===== config.mk =====
export PLATFORM = sky130hd
export DESIGN_NAME = mem_arbiter_flat
export DESIGN_NICKNAME = d
export VERILOG_FILES = /design/src/rtl/mem_arbiter_if.sv /design/src/rtl/mem_arbiter.sv /design/src/flat_wrapper.sv
export SDC_FILE = /design/constraint.sdc
export NUM_CORES = 1
export LEC_CHECK = 0
export BUFFER_PORTS_ARGS = -buffer_cell sky130_fd_sc_hd__clkbuf_2
export CORE_AREA = 2 2 286 288
export DETAILED_ROUTE_END_ITERATION = 7
export DIE_AREA = 0 0 288 290
export PLACE_DENSITY = 0.42
export SYNTH_ARGS = -nofsm -noshare
export SYNTH_HDL_FRONTEND = slang
export SYNTH_SLANG_ARGS = --single-unit

===== constraint.sdc =====
create_clock -name clk -period 1.4 [get_ports clk]
set_input_delay 0.35 -clock clk [delete_from_list [all_inputs] [get_ports clk]]
set_output_delay 0.35 -clock clk [all_outputs]
set_load 0.1 [all_outputs]

===== src/rtl/mem_arbiter_if.sv =====
// Bus bundle between the I/D caches, the arbiter and the shared line-wide memory port.
// master: arbiter view; slave: caches + memory environment view.
interface mem_arbiter_if #(
  parameter int ADDR_W = 28,
  parameter int DATA_W = 128
);
  logic              i_mem_read;
  logic [ADDR_W-1:0] i_mem_addr;
  logic [DATA_W-1:0] i_mem_rdata;
  logic              i_mem_ready;
  logic              d_mem_read;
  logic              d_mem_write;
  logic [ADDR_W-1:0] d_mem_addr;
  logic [DATA_W-1:0] d_mem_wdata;
  logic [DATA_W-1:0] d_mem_rdata;
  logic              d_mem_ready;
  logic              mem_read;
  logic              mem_write;
  logic [ADDR_W-1:0] mem_addr;
  logic [DATA_W-1:0] mem_wdata;
  logic [DATA_W-1:0] mem_rdata;
  logic              mem_ready;

  modport master (
    input  i_mem_read, i_mem_addr, d_mem_read, d_mem_write, d_mem_addr, d_mem_wdata,
           mem_rdata, mem_ready,
    output i_mem_rdata, i_mem_ready, d_mem_rdata, d_mem_ready,
           mem_read, mem_write, mem_addr, mem_wdata
  );

  modport slave (
    output i_mem_read, i_mem_addr, d_mem_read, d_mem_write, d_mem_addr, d_mem_wdata,
           mem_rdata, mem_ready,
    input  i_mem_rdata, i_mem_ready, d_mem_rdata, d_mem_ready,
           mem_read, mem_write, mem_addr, mem_wdata
  );
endinterface


===== src/rtl/mem_arbiter.sv =====
// Whole-transaction arbiter sharing one memory port between I-cache and D-cache.
// Define ARB_ROUND_ROBIN_EN for round-robin ties; default is fixed D-priority.
module mem_arbiter #(
  parameter int ADDR_W = 28,
  parameter int DATA_W = 128
) (
  input  logic          clk,
  input  logic          proc_reset,
  mem_arbiter_if.master bus
);

  typedef enum logic [1:0] {
    IDLE   = 2'd0,
    BUSY_I = 2'd1,
    BUSY_D = 2'd2,
    DRAIN  = 2'd3
  } state_t;

  state_t            state_q, state_d;
  logic              mem_read_q, mem_read_d;
  logic              mem_write_q, mem_write_d;
  logic [ADDR_W-1:0] mem_addr_q, mem_addr_d;
  logic [DATA_W-1:0] mem_wdata_q, mem_wdata_d;
  logic              last_grant_q, last_grant_d;

  logic req_i;
  logic req_d;
  logic tie_to_d;
  logic pick_d;

  assign req_i = bus.i_mem_read;
  assign req_d = bus.d_mem_read | bus.d_mem_write;

`ifdef ARB_ROUND_ROBIN_EN
  assign tie_to_d = ~last_grant_q;
`else
  assign tie_to_d = 1'b1;
`endif

  assign pick_d = req_d & (~req_i | tie_to_d);

  always_comb begin
    state_d      = state_q;
    mem_read_d   = mem_read_q;
    mem_write_d  = mem_write_q;
    mem_addr_d   = mem_addr_q;
    mem_wdata_d  = mem_wdata_q;
    last_grant_d = last_grant_q;
    unique case (state_q)
      IDLE: begin
        if (pick_d) begin
          // A write-back wins over a simultaneous read from the same D request.
          mem_read_d   = bus.d_mem_read & ~bus.d_mem_write;
          mem_write_d  = bus.d_mem_write;
          mem_addr_d   = bus.d_mem_addr;
          mem_wdata_d  = bus.d_mem_wdata;
          last_grant_d = 1'b1;
          state_d      = BUSY_D;
        end else if (req_i) begin
          mem_read_d   = 1'b1;
          mem_write_d  = 1'b0;
          mem_addr_d   = bus.i_mem_addr;
          last_grant_d = 1'b0;
          state_d      = BUSY_I;
        end
      end
      BUSY_I, BUSY_D: begin
        if (bus.mem_ready) begin
          mem_read_d  = 1'b0;
          mem_write_d = 1'b0;
          state_d     = DRAIN;
        end
      end
      // One dead cycle lets the owner drop its request after its registered ready.
      DRAIN: state_d = IDLE;
      default: state_d = IDLE;
    endcase
  end

  always_ff @(posedge clk) begin
    if (proc_reset) begin
      state_q      <= IDLE;
      mem_read_q   <= 1'b0;
      mem_write_q  <= 1'b0;
      mem_addr_q   <= '0;
      mem_wdata_q  <= '0;
      last_grant_q <= 1'b0;
    end else begin
      state_q      <= state_d;
      mem_read_q   <= mem_read_d;
      mem_write_q  <= mem_write_d;
      mem_addr_q   <= mem_addr_d;
      mem_wdata_q  <= mem_wdata_d;
      last_grant_q <= last_grant_d;
    end
  end

  assign bus.mem_read    = mem_read_q;
  assign bus.mem_write   = mem_write_q;
  assign bus.mem_addr    = mem_addr_q;
  assign bus.mem_wdata   = mem_wdata_q;
  assign bus.i_mem_ready = bus.mem_ready & (state_q == BUSY_I);
  assign bus.d_mem_ready = bus.mem_ready & (state_q == BUSY_D);
  assign bus.i_mem_rdata = bus.mem_rdata;
  assign bus.d_mem_rdata = bus.mem_rdata;

endmodule

===== src/flat_wrapper.sv =====
// flat-port wrapper written by rule: the top's interface ports become plain ports
module mem_arbiter_flat 
#(
  parameter int ADDR_W = 28,
  parameter int DATA_W = 128
)
  (clk, proc_reset, bus_i_mem_read, bus_i_mem_addr, bus_d_mem_read, bus_d_mem_write, bus_d_mem_addr, bus_d_mem_wdata, bus_mem_rdata, bus_mem_ready, bus_i_mem_rdata, bus_i_mem_ready, bus_d_mem_rdata, bus_d_mem_ready, bus_mem_read, bus_mem_write, bus_mem_addr, bus_mem_wdata);
  mem_arbiter_if #(.ADDR_W(ADDR_W), .DATA_W(DATA_W)) bus_i ();
  input  logic clk;
  input  logic proc_reset;
  input wire logic [$bits(bus_i.i_mem_read)-1:0] bus_i_mem_read;
  input wire logic [$bits(bus_i.i_mem_addr)-1:0] bus_i_mem_addr;
  input wire logic [$bits(bus_i.d_mem_read)-1:0] bus_d_mem_read;
  input wire logic [$bits(bus_i.d_mem_write)-1:0] bus_d_mem_write;
  input wire logic [$bits(bus_i.d_mem_addr)-1:0] bus_d_mem_addr;
  input wire logic [$bits(bus_i.d_mem_wdata)-1:0] bus_d_mem_wdata;
  input wire logic [$bits(bus_i.mem_rdata)-1:0] bus_mem_rdata;
  input wire logic [$bits(bus_i.mem_ready)-1:0] bus_mem_ready;
  output wire logic [$bits(bus_i.i_mem_rdata)-1:0] bus_i_mem_rdata;
  output wire logic [$bits(bus_i.i_mem_ready)-1:0] bus_i_mem_ready;
  output wire logic [$bits(bus_i.d_mem_rdata)-1:0] bus_d_mem_rdata;
  output wire logic [$bits(bus_i.d_mem_ready)-1:0] bus_d_mem_ready;
  output wire logic [$bits(bus_i.mem_read)-1:0] bus_mem_read;
  output wire logic [$bits(bus_i.mem_write)-1:0] bus_mem_write;
  output wire logic [$bits(bus_i.mem_addr)-1:0] bus_mem_addr;
  output wire logic [$bits(bus_i.mem_wdata)-1:0] bus_mem_wdata;
  assign bus_i.i_mem_read = bus_i_mem_read;
  assign bus_i.i_mem_addr = bus_i_mem_addr;
  assign bus_i.d_mem_read = bus_d_mem_read;
  assign bus_i.d_mem_write = bus_d_mem_write;
  assign bus_i.d_mem_addr = bus_d_mem_addr;
  assign bus_i.d_mem_wdata = bus_d_mem_wdata;
  assign bus_i.mem_rdata = bus_mem_rdata;
  assign bus_i.mem_ready = bus_mem_ready;
  assign bus_i_mem_rdata = bus_i.i_mem_rdata;
  assign bus_i_mem_ready = bus_i.i_mem_ready;
  assign bus_d_mem_rdata = bus_i.d_mem_rdata;
  assign bus_d_mem_ready = bus_i.d_mem_ready;
  assign bus_mem_read = bus_i.mem_read;
  assign bus_mem_write = bus_i.mem_write;
  assign bus_mem_addr = bus_i.mem_addr;
  assign bus_mem_wdata = bus_i.mem_wdata;
  mem_arbiter #(.ADDR_W(ADDR_W), .DATA_W(DATA_W)) u_core (.clk(clk), .proc_reset(proc_reset), .bus(bus_i));
endmodule

=== After elaboration in Yosys (flattened, before gate mapping) ===
Index checks and enable logic that the tools add are counted.

* Flip-flop bits (word level): 160
* Latch bits: 0
* Memory bits (writable): 0
* Bits in read-only memories: 0
* Input port bits: 318
* Output and inout bits: 416
* Logic and storage cells: 36
* Memories kept: 0

* $add $sub $neg: 0
* Multiply operators: 0
* Divide/modulo/power cells: 0
* Order comparisons: 0
* Equality and inequality tests: 5
* Shift-type cells: 0
* Muxes and demuxes: 13
* Bitwise operators: 5
* Reductions and logical operators: 8

{| class="wikitable"
|+ Operators with widths
! operator !! number
|-
| 2-to-1 mux 28 bit || 2
|-
| 2-to-1 mux 2 bit || 3
|-
| case mux 2 bit (3 select lines) || 1
|-
| AND reduction 2 bit || 3
|-
| 2-to-1 mux 1 bit || 5
|-
| == test 2 bit (second input constant) || 2
|-
| case mux 1 bit (2 select lines) || 2
|-
| nonzero test 2 bit || 2
|-
| AND 1 bit || 3
|-
| inequality test 3 x 2 -> 1 bit (second input constant) || 1
|-
| AND reduction 3 bit || 1
|-
| == test 2 x 1 -> 1 bit (second input constant) || 1
|-
| zero test 2 bit || 1
|-
| inequality test 2 bit (second input constant) || 1
|-
| OR reduction 2 bit || 1
|-
| NOT 1 bit || 1
|-
| OR 1 bit || 1
|}

=== Longest topological paths before layout ===
* Word-level depth: 4
* Gate-level depth with buffers: 7

=== Worst setup path before layout ===
OpenSTA, ideal clock, no wires.

* Path type: flip-flop to output port
* From: reg u_core.state_q[0]
* To: out bus_d_mem_ready
* Arrival time: 1281 ps
* Path slack: -231 ps
* Stages on the path, launching flop included: 4
* Cells stage by stage: dfxtp_1 > inv_1 > ha_1 > and2_1

* Longest elaborated chain between the ends: 2

{| class="wikitable"
|+ Ends and longest elaborated chain
! what !! line !! RTL
|-
| start, declared || mem_arbiter.sv:19 || <nowiki>state_t state_q, state_d;</nowiki>
|-
| start signal, assigned || mem_arbiter.sv:89 || <nowiki>state_q <= state_d;</nowiki>
|-
| == test 2 bit || mem_arbiter.sv:103 || <nowiki>assign bus.d_mem_ready = bus.mem_ready & (state_q == BUSY_D);</nowiki>
|-
| AND 1 bit || mem_arbiter.sv:103 ||
|-
| end, declared || flat_wrapper.sv:22 || <nowiki>output wire logic [$bits(bus_i.d_mem_ready)-1:0] bus_d_mem_ready;</nowiki>
|}

Every way passes these cells.

=== Worst setup path in the final report ===
Ends and elaborated chain as after synthesis.

==> summary by stage <==
Setup path
Data arrives at the worst endpoint at 1420 ps. The endpoint kind of the worst setup timing path is an output pin. Of all nets on the critical path, the largest fanout is 2. The type of the setup path with the least slack is reg2out.

The largest incremental delay on the critical path is 330 ps. The worst reg2reg path startpoint is u_core.state_q[0]$_SDFFE_PP0P_. Data on the critical path is required at its endpoint by 1050 ps. The worst register-to-register path ends at u_core.bus.mem_wdata[21]$_SDFFE_PP0P_. The worst setup path is launched from a flop. Walking the worst path, the cells encountered are inv_2, buf_6, ha_4, and2_4, buf_12. The cell type of the slowest stage on the worst timing path is sky130_fd_sc_hd__dfxtp_2.

The depth of the most critical reg-to-reg path is 12. The worst-case register-to-register setup slack is -320 ps.

Layout
The area growth from synthesis to layout is 101%. For this run, the number of standard cells in the final layout without fillers is 2288. The number of fill cells in the layout is 8847.

The repair_antennas step left the layout with diodes totalling 0. The fraction of final layout cells sized beyond drive strength 1 is 0.804. The net count of the finished layout is 1538.

Pwr
The analysis attributes to net switching a power of 18900 uW. The clock network power share is 0.126. In this run the power density over the cells is 2450 nW/um^2.

For this design the static power due to leakage is 0.00661 uW. Of the total power, the share spent switching nets is 0.491. Across the VDD grid, the largest voltage drop is 1120 uV. The total power draw is 38600 uW. The internal power summed over all cells is 19600 uW. The sequential share of power is 0.196. Of the total power, combinational logic draws 0.678.

STA
The clock skew after layout is 8.69 ps. At the pin with the least slew margin, the transition time is 294 ps. The final critical delay including setup and external delays is 1770 ps. Measured against its own limit, the worst slew margin works out to 0.804.

The share of the clock period used by the worst path is 1.26. Setup violations remaining at the end of the flow were counted as 162. Derived from the worst setup path, the maximum achievable clock frequency is 0.565 GHz. Final hold analysis gives a worst-case slack of 95.6 ps.

The final worst slack is -371 ps. The hold violation count in the final report came to 0. Setup repair after global routing could not meet its margin everywhere.

The max-slew violation total from the final report is 0.

Die
The die outline area is 83500 um^2. The standard-cell row count is 104. In this run the horizontal extent of the chip is 288 um. The core region is 80200 um^2. The number of placed I/O pins is 734.

The starting density of the core is 0.0978. The floorplan step set the die height to 290 um.

Min path
The sink of the worst hold path is u_core.bus.mem_wdata[105]$_SDFFE_PP0P_. The path class of the tightest hold or removal check is in2reg. The number of cells on the worst hold path is 3. The critical hold path startpoint is bus_d_mem_wdata[105].

Clock network
The clock transition time at the flip-flop clock pins of the worst setup and hold paths is 80 ps. Clock tree synthesis inserted a total of 17 buffers. Clock latency on the worst-skew pair, taken at its later pin, is 460 ps. The maximum level of the CTS H-tree is 4. The number of sinks on the clock net is 160. In this run the clock root is driven by a sky130_fd_sc_hd__clkbuf_16. TritonCTS built the clock tree. The buffer depth of the longest clock path is 2. The hold buffer count at CTS is 0.

Placement
The number of input and output port buffers inserted is 349. The instance count after placement with tap cells included is 2142. The wire-length estimate of the detail-placed layout is 22400 um.

The weighted congestion reported at the end of routability-driven placement is 0.700.

Routing
The routed design has 34400 um of wire. The total vias in the final route is 7320. The length of the first detailed-routing pass in iterations is 4.

The detailed-route DRC error count is 0. The routed length per placed instance is 15.0 um. The detail route stage leaves a number of antenna-violating nets equal to 0. The ratio of routed vias to standard cells is 3.20. The iteration-0 DRC count of the detailed router is 130.

Global routing
The residual overflow from global routing is 0. The wire length of the first global-routing pass is 44300 um. Entering global routing, the biggest net connects 45 pins. The number of global-route vias before repair is 6876. The global-route usage over all layers is 0.0726. The initial antenna violation count came to 0.

Logic synthesis
The number of different library cells used by synthesis comes to 24. The synthesis warning total is 0. The number of nets handed over by synthesis was 1326. The mapped netlist covers 7840 um^2. The share of the Yosys chip area taken by registers is 0.408. Synthesis handed over a netlist of 1003 instances. The mean post-synth cell area is 7.82 um^2.

The register bit count reported by yosys is 160.

Outcome
The final reports fail on setup timing. The flow ran to the end, but the final reports show violations.

Flow run
The total of max-cap violations is 0.
critical path, delay by kind of cell, from the launching register on:
family                   cells  cell delay (ps)
flip-flops                   1              330
buffers and inverters        3              310
AND/OR/NAND/NOR              1              150
adder cells (fa/ha/maj)      1              140
flip-flops by register name (all words and copies together) (netlist names):
name	flops
u_core.bus.mem_addr	28
u_core.state_q	2
u_core.bus.mem_read	1
u_core.bus.mem_write	1
u_core.bus.mem_wdata	128
cells in the final DEF, fill, tap and decap left out, drive strengths merged, types with 2 or more instances in the layout:
cell type and instances:
ha 5, nor2b 2, o21ai 31, a311oi 28
dfxtp 160, o31ai 2, a21oi 131, clkinv 6
buf 311, inv 7, nor2 30, nand2 284
clkbuf 219, and2 2
power groups by stage:
stage | Sequential [uW] | Combinational [uW] | Clock [uW]
6_report | 7550 | 26100 | 4860
5_1_grt | 7700 | 27300 | 5380
4_1_cts | 7270 | 21800 | 5210
3_5_place_dp | 7080 | 18800 | 0
3_3_place_gp | 7040 | 18800 | 0
2_1_floorplan | 14500 | 6890 | 0
metrics by stage:
step	setup TNS, ps	setup slack, ps	instance area, um^2	utilization
floorplan	0	7.59	7870	-
global placement	-4640	-121	11700	0.146
detailed placement	-5130	-130	11700	0.146
CTS	-37510	-447	13400	0.167
global route	-50810	-465	15800	0.197
finish	-34620	-371	15800	0.197
layout make-up:
class | count | area, um^2 | area share
clock buffer | 19 | 443 | 0.0281
clock inverter | 13 | 128 | 0.00810
inverter | 2 | 7.51 | 0.000477
multi-input combinational | 523 | 3950 | 0.251
sequential | 160 | 3630 | 0.230
tap | 1060 | 1330 | 0.0842
timing repair buffer | 511 | 6270 | 0.398
repair_timing:
item                       4_1_cts  5_1_grt
pin swaps                       47      146
gates resized for setup        228      492
cloned                          11       16
buffers inserted                29       71
setup endpoints to repair      192      316
cells in the mapped netlist:
| library cell | instances | share of area |
|---|---|---|
| sky130_fd_sc_hd__o21ai_0 | 27 | 0.017 |
| sky130_fd_sc_hd__buf_2 | 34 | 0.022 |
| sky130_fd_sc_hd__o41ai_1 | 1 | 0.0011 |
| sky130_fd_sc_hd__buf_6 | 2 | 0.0029 |
| sky130_fd_sc_hd__buf_4 | 257 | 0.25 |
| sky130_fd_sc_hd__ha_1 | 5 | 0.0080 |
| sky130_fd_sc_hd__or4b_1 | 1 | 0.0013 |
| sky130_fd_sc_hd__nor2_1 | 30 | 0.014 |
| sky130_fd_sc_hd__clkbuf_1 | 25 | 0.012 |
| sky130_fd_sc_hd__or4_1 | 1 | 0.00096 |
| sky130_fd_sc_hd__o21ai_1 | 4 | 0.0026 |
| sky130_fd_sc_hd__dfxtp_1 | 160 | 0.41 |
| sky130_fd_sc_hd__a21oi_1 | 131 | 0.084 |
| sky130_fd_sc_hd__o31ai_1 | 2 | 0.0019 |
| sky130_fd_sc_hd__a2111o_1 | 1 | 0.0014 |
| sky130_fd_sc_hd__o31a_1 | 1 | 0.0011 |
| sky130_fd_sc_hd__nor2b_1 | 2 | 0.0016 |
| sky130_fd_sc_hd__inv_1 | 2 | 0.00096 |
| sky130_fd_sc_hd__and2_1 | 2 | 0.0016 |
| sky130_fd_sc_hd__o21a_1 | 1 | 0.00096 |
| sky130_fd_sc_hd__a311oi_1 | 28 | 0.031 |
| sky130_fd_sc_hd__nand2_1 | 284 | 0.14 |
| sky130_fd_sc_hd__mux2i_1 | 1 | 0.0013 |
| sky130_fd_sc_hd__nor4b_2 | 1 | 0.0019 |
how the worst max path moves through the flow:
stage,startpoint,to,slack (ps),cells past startpoint
after floorplan,u_core.state_q[0]$_SDFFE_PP0P_,u_core.bus.mem_write$_SDFFE_PP0P_,8,5
after global placement,bus_d_mem_write,u_core.state_q[1]$_SDFFE_PP0P_,-120,6
after detailed placement,bus_d_mem_write,u_core.bus.mem_write$_SDFFE_PP0P_,-130,6
after CTS,u_core.state_q[0]$_SDFFE_PP0P_,bus_d_mem_ready,-450,5
after global routing,u_core.state_q[0]$_SDFFE_PP0P_,bus_d_mem_ready,-460,5
final,u_core.state_q[0]$_SDFFE_PP0P_,bus_d_mem_ready,-370,5
cells by family (layout without fill, tap and decap cells):
family | count (synthesis) | after routing | synth area share
AOI/OAI and AO/OA | 196 | 196 | 0.141
adders and majority gates | 5 | 5 | 0.00798
buffers and inverters | 320 | 545 | 0.284
DFF | 160 | 160 | 0.408
muxes | 1 | 1 | 0.00128
and+or+nand+nor | 321 | 321 | 0.158
routing by layer:
layer | vias up | track usage | wire, um
li1 | 3438 | - | -
met1 | 3330 | 0.0712 | 12100
met2 | 431 | 0.117 | 16700
met3 | 121 | 0.0421 | 4030
met4 | 0 | 0.0450 | 1620
met5 | - | 0.00116 | 0
No activity file was read; power rests on OpenSTA's default activity.
